<file path="config.mk">
export PLATFORM = sky130hd
export DESIGN_NAME = icache_tag_ctrl
export DESIGN_NICKNAME = d
export VERILOG_FILES = /design/src/rtl/icache_tag_ctrl.sv
export SDC_FILE = /design/constraint.sdc
export NUM_CORES = 1
export LEC_CHECK = 0
export BUFFER_PORTS_ARGS = -buffer_cell sky130_fd_sc_hd__buf_2
export CORE_ASPECT_RATIO = 1.2
export CORE_MARGIN = 1.5
export CORE_UTILIZATION = 35
export DETAILED_ROUTE_END_ITERATION = 16
export GPL_TIMING_DRIVEN = 0
export PLACE_DENSITY = 0.65
export SLEW_MARGIN = 40
export SYNTH_ARGS = -nofsm -noshare
export SYNTH_HDL_FRONTEND = slang
export SYNTH_SLANG_ARGS = --single-unit
</file>
<file path="constraint.sdc">
create_clock -name clk -period 2.96 [get_ports clk]
set_input_delay 0.148 -clock clk [delete_from_list [all_inputs] [get_ports clk]]
set_output_delay 0.148 -clock clk [all_outputs]
set_load 0.01 [all_outputs]
</file>
<file path="src/rtl/icache_tag_ctrl.sv">
// icache_tag_ctrl
//   Requester-side controller for the dual-port icache tag SRAM
//   (port 0 = write, port 1 = read). It splits each fetch address into
//   tag/index/offset, issues the tag read, and compares the returned tag
//   against a flop-based valid vector to report hit or miss. On a miss it
//   holds the line address until the refill arrives, then writes the tag.
//
// Ports
//   clk, rst_n                 clock, asynchronous active-low reset
//   req_valid/req_ready/req_addr   fetch lookup request handshake
//   resp_valid/resp_hit        one-cycle lookup result
//   miss_valid/miss_addr       line-aligned refill request, held until fill
//   fill_valid                 refill complete pulse (honoured only in MISS)
//   flush                      invalidate every set
//   tag_csb0/addr0/din0        SRAM write port (csb active low)
//   tag_csb1/addr1/dout1       SRAM read port (dout valid the cycle after csb1=0)
module icache_tag_ctrl #(
   parameter int ADDR_W   = 32,
   parameter int OFFSET_W = 5,
   parameter int INDEX_W  = 4,
   localparam int TAG_W   = ADDR_W - OFFSET_W - INDEX_W
) (
   input  logic                clk,
   input  logic                rst_n,
   input  logic                req_valid,
   output logic                req_ready,
   input  logic [ADDR_W-1:0]   req_addr,
   output logic                resp_valid,
   output logic                resp_hit,
   output logic                miss_valid,
   output logic [ADDR_W-1:0]   miss_addr,
   input  logic                fill_valid,
   input  logic                flush,
   output logic                tag_csb0,
   output logic [INDEX_W-1:0]  tag_addr0,
   output logic [TAG_W-1:0]    tag_din0,
   output logic                tag_csb1,
   output logic [INDEX_W-1:0]  tag_addr1,
   input  logic [TAG_W-1:0]    tag_dout1
);

   localparam int SETS = 1 << INDEX_W;

   localparam logic [1:0] IDLE   = 2'd0;
   localparam logic [1:0] LOOKUP = 2'd1;
   localparam logic [1:0] MISS   = 2'd2;
   localparam logic [1:0] COMMIT = 2'd3;

   logic [1:0]         state, state_nxt;
   logic [SETS-1:0]    valid;
   logic [TAG_W-1:0]   tag_q;
   logic [INDEX_W-1:0] idx_q;

   logic [TAG_W-1:0]   req_tag;
   logic [INDEX_W-1:0] req_idx;
   logic               hit;
   logic               accept;
   logic               fill_take;

   // Offset bits never reach the tag array; only the line address matters.
   logic unused_offset;
   assign unused_offset = ^req_addr[OFFSET_W-1:0];

   assign req_tag = req_addr[ADDR_W-1 -: TAG_W];
   assign req_idx = req_addr[OFFSET_W +: INDEX_W];

   // Compare uses the registered valid vector, so a flush arriving in the
   // LOOKUP cycle only affects lookups issued afterwards.
   assign hit = valid[idx_q] && (tag_dout1 == tag_q);

   always_comb begin
      state_nxt = state;
      req_ready = 1'b0;
      case (state)
         IDLE: begin
            req_ready = 1'b1;
            if (req_valid) state_nxt = LOOKUP;
         end
         LOOKUP: begin
            if (hit) begin
               req_ready = 1'b1;
               state_nxt = req_valid ? LOOKUP : IDLE;
            end else begin
               state_nxt = MISS;
            end
         end
         MISS: begin
            if (fill_valid) state_nxt = COMMIT;
         end
         default: state_nxt = IDLE;  // COMMIT: SRAM write lands this cycle
      endcase
   end

   assign accept    = req_ready && req_valid;
   assign fill_take = (state == MISS) && fill_valid;

   assign resp_valid = (state == LOOKUP);
   assign resp_hit   = resp_valid && hit;
   assign miss_valid = (state == MISS);
   assign miss_addr  = {tag_q, idx_q, {OFFSET_W{1'b0}}};

   assign tag_csb1  = !accept;
   assign tag_addr1 = req_idx;
   assign tag_csb0  = !fill_take;
   assign tag_addr0 = idx_q;
   assign tag_din0  = tag_q;

   always_ff @(posedge clk or negedge rst_n) begin
      if (!rst_n) begin
         state <= IDLE;
         tag_q <= '0;
         idx_q <= '0;
      end else begin
         state <= state_nxt;
         if (accept) begin
            tag_q <= req_tag;
            idx_q <= req_idx;
         end
      end
   end

   // Flush has priority over a simultaneous fill: the line stays invalid
   // even though the tag write still goes out to the SRAM.
   always_ff @(posedge clk or negedge rst_n) begin
      if (!rst_n) begin
         valid <= '0;
      end else if (flush) begin
         valid <= '0;
      end else if (fill_take) begin
         valid[idx_q] <= 1'b1;
      end
   end

endmodule

</file>
Word-level counts from Yosys, hierarchy flattened --
Index checks and enable logic that the tools add are counted.
Word-level totals: word-level logic and storage cells 35, output and inout port bits 69, input bits 60, register bits 45
Operators by class: equality and inequality tests 5, bitwise logic cells 1, $lt $le $gt $ge 2, mux-type cells 13, reductions and logical operators 10
Operators with widths (number):
- 16-bit two-way mux | 2
- 23-bit == test | 1
- 16-bit OR | 1
- 2-bit two-way mux | 3
- 2-bit case mux with 3 select lines | 1
- 1-bit logical AND | 5
- 4-bit by 5-bit < comparator with 1-bit output, second input constant | 1
- 1-bit binary-select mux with 4-bit select | 1
- 1-bit demux with 4-bit select | 1
- 4-bit by 1-bit greater-or-equal comparator with 1-bit output, second input constant | 1
- 1-bit two-way mux | 4
- 2-bit by 1-bit == test with 1-bit output, second input constant | 1
- 2-bit == test, second input constant | 1
- 1-bit logical NOT | 2
- 2-bit logical NOT | 1
- 2-bit by 1-bit inequality test with 1-bit output, second input constant | 1
- 2-bit inequality test, second input constant | 1
- 1-bit case mux with 2 select lines | 1
- 2-bit AND reduction | 1
- 2-bit nonzero test | 1

Longest topological paths before layout --
Gate-level depths: netlist of the first run.
depth after elaboration 7, mapped depth 9, gate-level depth less buffers 6

Worst setup path before layout of the first run --
OpenSTA, ideal clock, no wires.
path kind register to register, from register idx_q[0] (netlist: tag_addr0[0]), to register tag_q[14] (netlist: tag_din0[14]), required time 2835 ps, period minus slack after synthesis 2126 ps, path buffers 3, data arrival time 2001 ps, path slack 834 ps, library setup time 125 ps, stages on the path, launching flop included 10, path through dfrtp_1 -> buf_4 -> mux4_2 -> nor2b_1 -> nor3_1 -> nand3_2 -> a21oi_2 -> buf_6 -> buf_6 -> mux2_4
Between the ends: longest elaborated chain between the ends 6
RTL lines:
- start, declared | line 52 | logic [INDEX_W-1:0] idx_q;
- start signal, assigned | line 117 | idx_q <= req_idx;
- 1-bit binary-select mux with 4-bit select | line 69 | assign hit = valid[idx_q] && (tag_dout1 == tag_q);
- 1-bit two-way mux (implied by the code) | line 69
- 1-bit logical AND | line 69
- 1-bit two-way mux | line 80 | if (hit) begin
- 1-bit case mux with 2 select lines | line 74 | case (state)
- 1-bit logical AND | line 94 | assign accept = req_ready && req_valid;
- end signal, assigned | line 116 | tag_q <= req_tag;
- end, declared | line 51 | logic [TAG_W-1:0] tag_q;
No other way between the ends. The select of a mux whose other input is x is not followed. A chain may end at the register's enable or synchronous reset.

Worst setup path after layout of the first run --
from register tag_q[13] (netlist: tag_din0[13]), to output port tag_csb1
Between the ends: longest elaborated chain between the ends 6
RTL lines:
- 23-bit == test | line 69
- 1-bit logical AND | line 69
- 1-bit two-way mux | line 80
- 1-bit case mux with 2 select lines | line 74
- 1-bit logical AND | line 94
- 1-bit logical NOT | line 102 | assign tag_csb1 = !accept;
- end, declared | line 37 | output logic tag_csb1,
No other way between the ends.

==> results.sh, run 1 <==
export IMPL_run_status="finished clean"
export IMPL_ys_seq_area_frac=0.465
export IMPL_power_w=0.00323
export IMPL_dp_cells=415
export IMPL_instances_no_fill=424
export IMPL_cts_sinks=45
export IMPL_post_route_min_period_ps=2700
export IMPL_crit_type="reg2out"
export IMPL_clk_pin_slew_worst_paths_ps=80
export IMPL_firstDrtPassIters=4
export IMPL_fmax_mhz=370
export IMPL_final_nets=396
export IMPL_critical_path_endpoint_type="primary output"
export IMPL_vdd_drop_max_mv=0.417
export IMPL_die_w_um=79.0
export IMPL_htree_levels=2
export IMPL_die_h_um=94.2
export IMPL_layout_common_cells="118 x buf_2, 45 x dfrtp_1, 38 x buf_4, 23 x xnor2_1, 19 x mux2_2"
export IMPL_cts_tree="yes"
export IMPL_clockBufferDepth=2
export IMPL_cap_violations=0
export IMPL_first_global_vias=1775
export IMPL_ff2ff_path_depth=8
export IMPL_initial_utilization=0.358
export IMPL_dp_hpwl_um=4030
export IMPL_netlist_area_um2=2420
export IMPL_holdPathStages=2
export IMPL_drtAntennaViolNets=0
export IMPL_wl_um=5270
export IMPL_antenna_found_initial=0
export IMPL_first_iter_violations=35
export IMPL_cts_root_buffer="clkbuf_8"
export IMPL_hold_viol=0
export IMPL_viasPerCell=4.45
export IMPL_portBuffers=117
export IMPL_power_leakage_nw=1.62
export IMPL_n_fill_cell=646
export IMPL_layout_drive_gt1_share=0.593
export IMPL_ys_seq_elements=45
export IMPL_antenna_cells=0
export IMPL_fin_crit_sh=0.913
export IMPL_fin_worst_skew_ps=6.83
export IMPL_area_delta_synth_final_pct=34.0
export IMPL_start_kind="flip-flop"
export IMPL_setup_viol=0
export IMPL_post_cts_buffers=0
export IMPL_drc=0
export IMPL_syn_avg_cell_area_um2=11.7
export IMPL_row_count=33
export IMPL_insertion_delay_ps=300
export IMPL_synthDistinctLibCells=28
export IMPL_grt_setup_unrepaired="false"
export IMPL_wl_per_cell_um=12.4
export IMPL_slew_headroom=0.597
export IMPL_power_density_nw_per_um2=994
export IMPL_hold_class="in2reg"
export IMPL_gr_total_overflow=0
export IMPL_core_area_um2=6770
export IMPL_mostFrequentLayoutCell="buf_2"
export IMPL_num_vias=1888
export IMPL_groute_usage_overall=0.148
export IMPL_dieArea_um2=7430
export IMPL_place_congestion=0.810
export IMPL_grt_max_degree=46
export IMPL_slew_violations=0
export IMPL_numCtsBuffers=5
export IMPL_io_pins=129
export IMPL_cp_arrival_ps=2560
export IMPL_grt_pass1_wl_um=8450
export IMPL_cp_max_fo=10
export IMPL_syn_inst=207
export IMPL_cp_required_ps=2810
export IMPL_worstMarginPinSlew_ps=603
export IMPL_yosysWarningCount=0
export IMPL_cts_resized=0
export IMPL_finalSetupTns_ps=0
## cells in the mapped netlist (all sizes together)
cell type / instances / share of area
mux4: 4 / 0.037
mux2i: 1 / 0.0041
nand2b: 2 / 0.0052
nor2b: 5 / 0.013
a21oi: 15 / 0.033
clkbuf: 2 / 0.0031
nor2: 17 / 0.026
mux2: 27 / 0.14
inv: 1 / 0.0015
a21o: 1 / 0.0031
nand2: 1 / 0.0015
buf: 43 / 0.13
and4: 1 / 0.0036
a31oi: 4 / 0.010
nand4: 5 / 0.013
conb: 1 / 0.0015
nor3b: 3 / 0.0093
nor4: 1 / 0.0026
nand3: 2 / 0.0062
xnor2: 23 / 0.083
dfrtp: 45 / 0.46
nor3: 3 / 0.0062
## worst max-delay path: stages, from the launching register on
cell and delay, ps:
dfrtp_1 420, xnor2_1 190, nand4_1 150, nor4_1 490, nand3_2 220, a21oi_2 210, buf_6 200, buf_6 200
inv_1 50, buf_2 130
## power breakdown
part	internal, W	leakage (nW)	switching [W]
Sequential	0.000832	0.565	0.000231
Clock	0.000211	0.0542	0.000202
Combinational	0.000999	1.00	0.000752
## kinds of logic (layout without fill, tap and decap cells)
| kind of cell | count (synthesis) | in the layout | synth area share |
|---|---|---|---|
| xor+xnor | 23 | 23 | 0.0831 |
| other cells | 1 | 5 | 0.00155 |
| flops | 45 | 45 | 0.465 |
| compound gates | 20 | 20 | 0.0459 |
| buf+inv | 46 | 172 | 0.139 |
| simple gates | 40 | 40 | 0.0867 |
| mux | 32 | 32 | 0.179 |
## metrics by stage
step | area, um2 | setup slack (ps) | util | hold slack [ps]
floorplan | 2440 | 834 | - | -148
global placement | 3130 | 490 | 0.463 | 380
detailed placement | 3140 | 482 | 0.463 | 181
CTS | 3250 | 245 | 0.479 | 65.9
global route | 3250 | 56.7 | 0.479 | 57.7
finish | 3250 | 257 | 0.479 | 73.7
## worst paths after layout
kind,end,start,slack (ps)
worst max-delay path,tag_csb1,tag_din0[13]$_DFFE_PN0P_,260
worst min-delay path,tag_din0[14]$_DFFE_PN0P_,req_addr[23],70
worst max register to register,tag_din0[21]$_DFFE_PN0P_,tag_din0[13]$_DFFE_PN0P_,460
worst min register to register,valid[7]$_DFFE_PN0P_,valid[7]$_DFFE_PN0P_,500
max in group asynchronous,tag_din0[19]$_DFFE_PN0P_,rst_n,2210
min in group asynchronous,state[1]$_DFFE_PN0P_,rst_n,370
## registers in the layout (all words and copies together) (netlist names)
name and flops:
tag_din0 23, valid 16, tag_addr0 4, state 2
## per-layer routing
layer,share of wire,global-route usage
met5,0,0
met1,0.42,0.181
met4,0.018,0.0629
met3,0.065,0.0359
met2,0.49,0.247
## what timing repair did
item | in CTS | in global routing
hold buffers | 1 | 0
setup endpoints to repair | 0 | 0
hold endpoints to repair | 45 | 0
## final cells by class
| class | count | area (um2) | area share |
|---|---|---|---|
| Buffer | 45 | 333 | 0.103 |
| Inverter | 1 | 3.75 | 0.00116 |
| Tap cell | 87 | 109 | 0.0335 |
| Clock inverter | 1 | 5.00 | 0.00154 |
| Timing Repair Buffer | 118 | 598 | 0.184 |
| Multi-Input combinational cell | 120 | 976 | 0.301 |
| Clock buffer | 7 | 96.3 | 0.0297 |
| Sequential cell | 45 | 1130 | 0.347 |
Note: power is estimated with default switching activity, not from simulation.
==> run 2, diff against run 1 <==
--- a/config.mk
+++ b/config.mk
@@ -8,10 +8,10 @@
 export BUFFER_PORTS_ARGS = -buffer_cell sky130_fd_sc_hd__buf_2
 export CORE_ASPECT_RATIO = 1.2
 export CORE_MARGIN = 1.5
-export CORE_UTILIZATION = 35
+export CORE_UTILIZATION = 45
 export DETAILED_ROUTE_END_ITERATION = 16
 export GPL_TIMING_DRIVEN = 0
-export PLACE_DENSITY = 0.65
+export PLACE_DENSITY = 0.8
 export SLEW_MARGIN = 40
 export SYNTH_ARGS = -nofsm -noshare
 export SYNTH_HDL_FRONTEND = slang
==> run 2 against run 1 <==
Compared with the run above: total power decreased by 1.8%; die area decreased by 21%; clock skew increased by 1.2 ps; via count decreased by 1.5%; sequential share of layout area increased by 0.57 points; clock power decreased by 14%; utilization increased by 13 points; wire length decreased by 4.8%; critical path depth unchanged; setup slack improved by 130 ps; non-clock buffer count unchanged; cell area decreased by 1.6%.
==> results.sh, run 2 (synthesis gave the netlist of run 1 again) <==
export IMPL_run_status="finished clean"
export IMPL_drtAntennaViolNets=0
export IMPL_slew_violations=0
export IMPL_hold_class="in2reg"
export IMPL_finalSetupTns_ps=0
export IMPL_grt_pass1_wl_um=8270
export IMPL_cts_root_buffer="clkbuf_8"
export IMPL_grt_setup_unrepaired="false"
export IMPL_largest_register_ffs=23
export IMPL_num_vias=1860
export IMPL_setup_viol=0
export IMPL_vdd_drop_max_mv=0.581
export IMPL_dp_hpwl_um=3860
export IMPL_cts_tree="yes"
export IMPL_final_util=0.611
export IMPL_mostFrequentLayoutCell="buf_2"
export IMPL_die_h_um=83.4
export IMPL_seq_area_um2=1130
export IMPL_post_route_min_period_ps=2570
export IMPL_first_iter_violations=61
export IMPL_fin_worst_skew_ps=8.05
export IMPL_final_nets=396
export IMPL_crit_type="reg2out"
export IMPL_row_count=29
export IMPL_critical_path_endpoint_type="primary output"
export IMPL_hold_viol=0
export IMPL_cp_max_fo=10
export IMPL_area_delta_synth_final_pct=31.8
export IMPL_clockBufferDepth=2
export IMPL_power_density_nw_per_um2=992
export IMPL_io_pins=129
export IMPL_gr_total_overflow=0
export IMPL_clk_pin_slew_worst_paths_ps=80
export IMPL_groute_usage_overall=0.179
export IMPL_layout_drive_gt1_share=0.585
export IMPL_layout_common_cells="118 x buf_2, 45 x dfrtp_1, 38 x buf_4, 23 x xnor2_1, 19 x mux2_2"
export IMPL_drc=0
export IMPL_wl_um=5020
export IMPL_multi_input_area_um2=976
export IMPL_antenna_cells=0
export IMPL_power_leakage_nw=1.60
export IMPL_insertion_delay_ps=300
export IMPL_viasPerCell=4.66
export IMPL_dieArea_um2=5840
export IMPL_htree_levels=2
export IMPL_fin_crit_sh=0.870
export IMPL_antenna_found_initial=0
export IMPL_initial_utilization=0.464
export IMPL_portBuffers=117
export IMPL_fmax_mhz=388
export IMPL_cp_required_ps=2810
export IMPL_post_cts_buffers=0
export IMPL_numCtsBuffers=5
export IMPL_grt_max_degree=46
export IMPL_cts_resized=0
export IMPL_slew_headroom=0.601
export IMPL_firstDrtPassIters=4
export IMPL_wl_per_cell_um=12.6
export IMPL_cp_arrival_ps=2430
export IMPL_place_congestion=0.779
export IMPL_first_global_vias=1802
export IMPL_cap_violations=0
export IMPL_cts_sinks=45
export IMPL_worstMarginPinSlew_ps=598
export IMPL_core_area_um2=5230
export IMPL_n_fill_cell=431
export IMPL_die_w_um=70.0
export IMPL_start_kind="flip-flop"
run 2: changes by cell type in the layout (fill, tap and decap cells not counted), sizes merged:
cell	before	now
clkinv	1	0
clkbuf	9	10
run 2: per-stage QoR:
step	hold WS, ps	worst slack [ps]	instances	total power, W	instance area, um2
CTS	61.9	289	399	0.00322	3190
floorplan	-148	834	211	0.00225	2440
global route	62.1	77.3	399	0.00340	3190
global placement	363	553	390	0.00280	3100
detailed placement	182	503	390	0.00285	3100
finish	74.2	386	399	0.00317	3190
run 2: path summary, 6_finish.rpt:
path	start	end	slack, ps	cells after the start
max in group asynchronous	rst_n	tag_din0[9]$_DFFE_PN0P_	2200	2
max	tag_din0[22]$_DFFE_PN0P_	tag_csb1	390	9
min	req_addr[30]	tag_din0[21]$_DFFE_PN0P_	70	2
min reg2reg	valid[5]$_DFFE_PN0P_	valid[5]$_DFFE_PN0P_	490	2
min in group asynchronous	rst_n	valid[1]$_DFFE_PN0P_	370	2
max reg2reg	tag_din0[22]$_DFFE_PN0P_	tag_din0[20]$_DFFE_PN0P_	580	8
run 2: timing repair:
item / in CTS / in global routing
endpoints found under the setup margin: 0 / 0
endpoints found under the hold margin: 45 / 0
hold buffers: 1 / 0
run 2: metal layers:
layer,global-route usage,share of wire
met5,0,0
met1,0.215,0.40
met3,0.0498,0.071
met2,0.306,0.52
met4,0.0629,0.013
run 2: cell type report:
class	count	share of cell area
multi-input cells	120	0.306
flip-flops and latches	45	0.353
repair buffers	118	0.187
clock buffers	8	0.0251
well taps	62	0.0243
plain buffers	45	0.104
inverters	1	0.00118
run 2: worst max-delay path: stages (launching register included):
cell     delay [ps]
dfrtp_1         410
xnor2_1         190
nand4_1         160
nor4_1          420
nand3_2         200
a21oi_2         210
buf_6           180
buf_6           190
inv_1            50
buf_2           130
run 2: report_power, final:
part / switching (W) / leakage (nW) / internal (W)
Sequential: 0.000235 / 0.565 / 0.000833
Clock: 0.000189 / 0.0395 / 0.000168
Combinational: 0.000747 / 1.00 / 0.000999
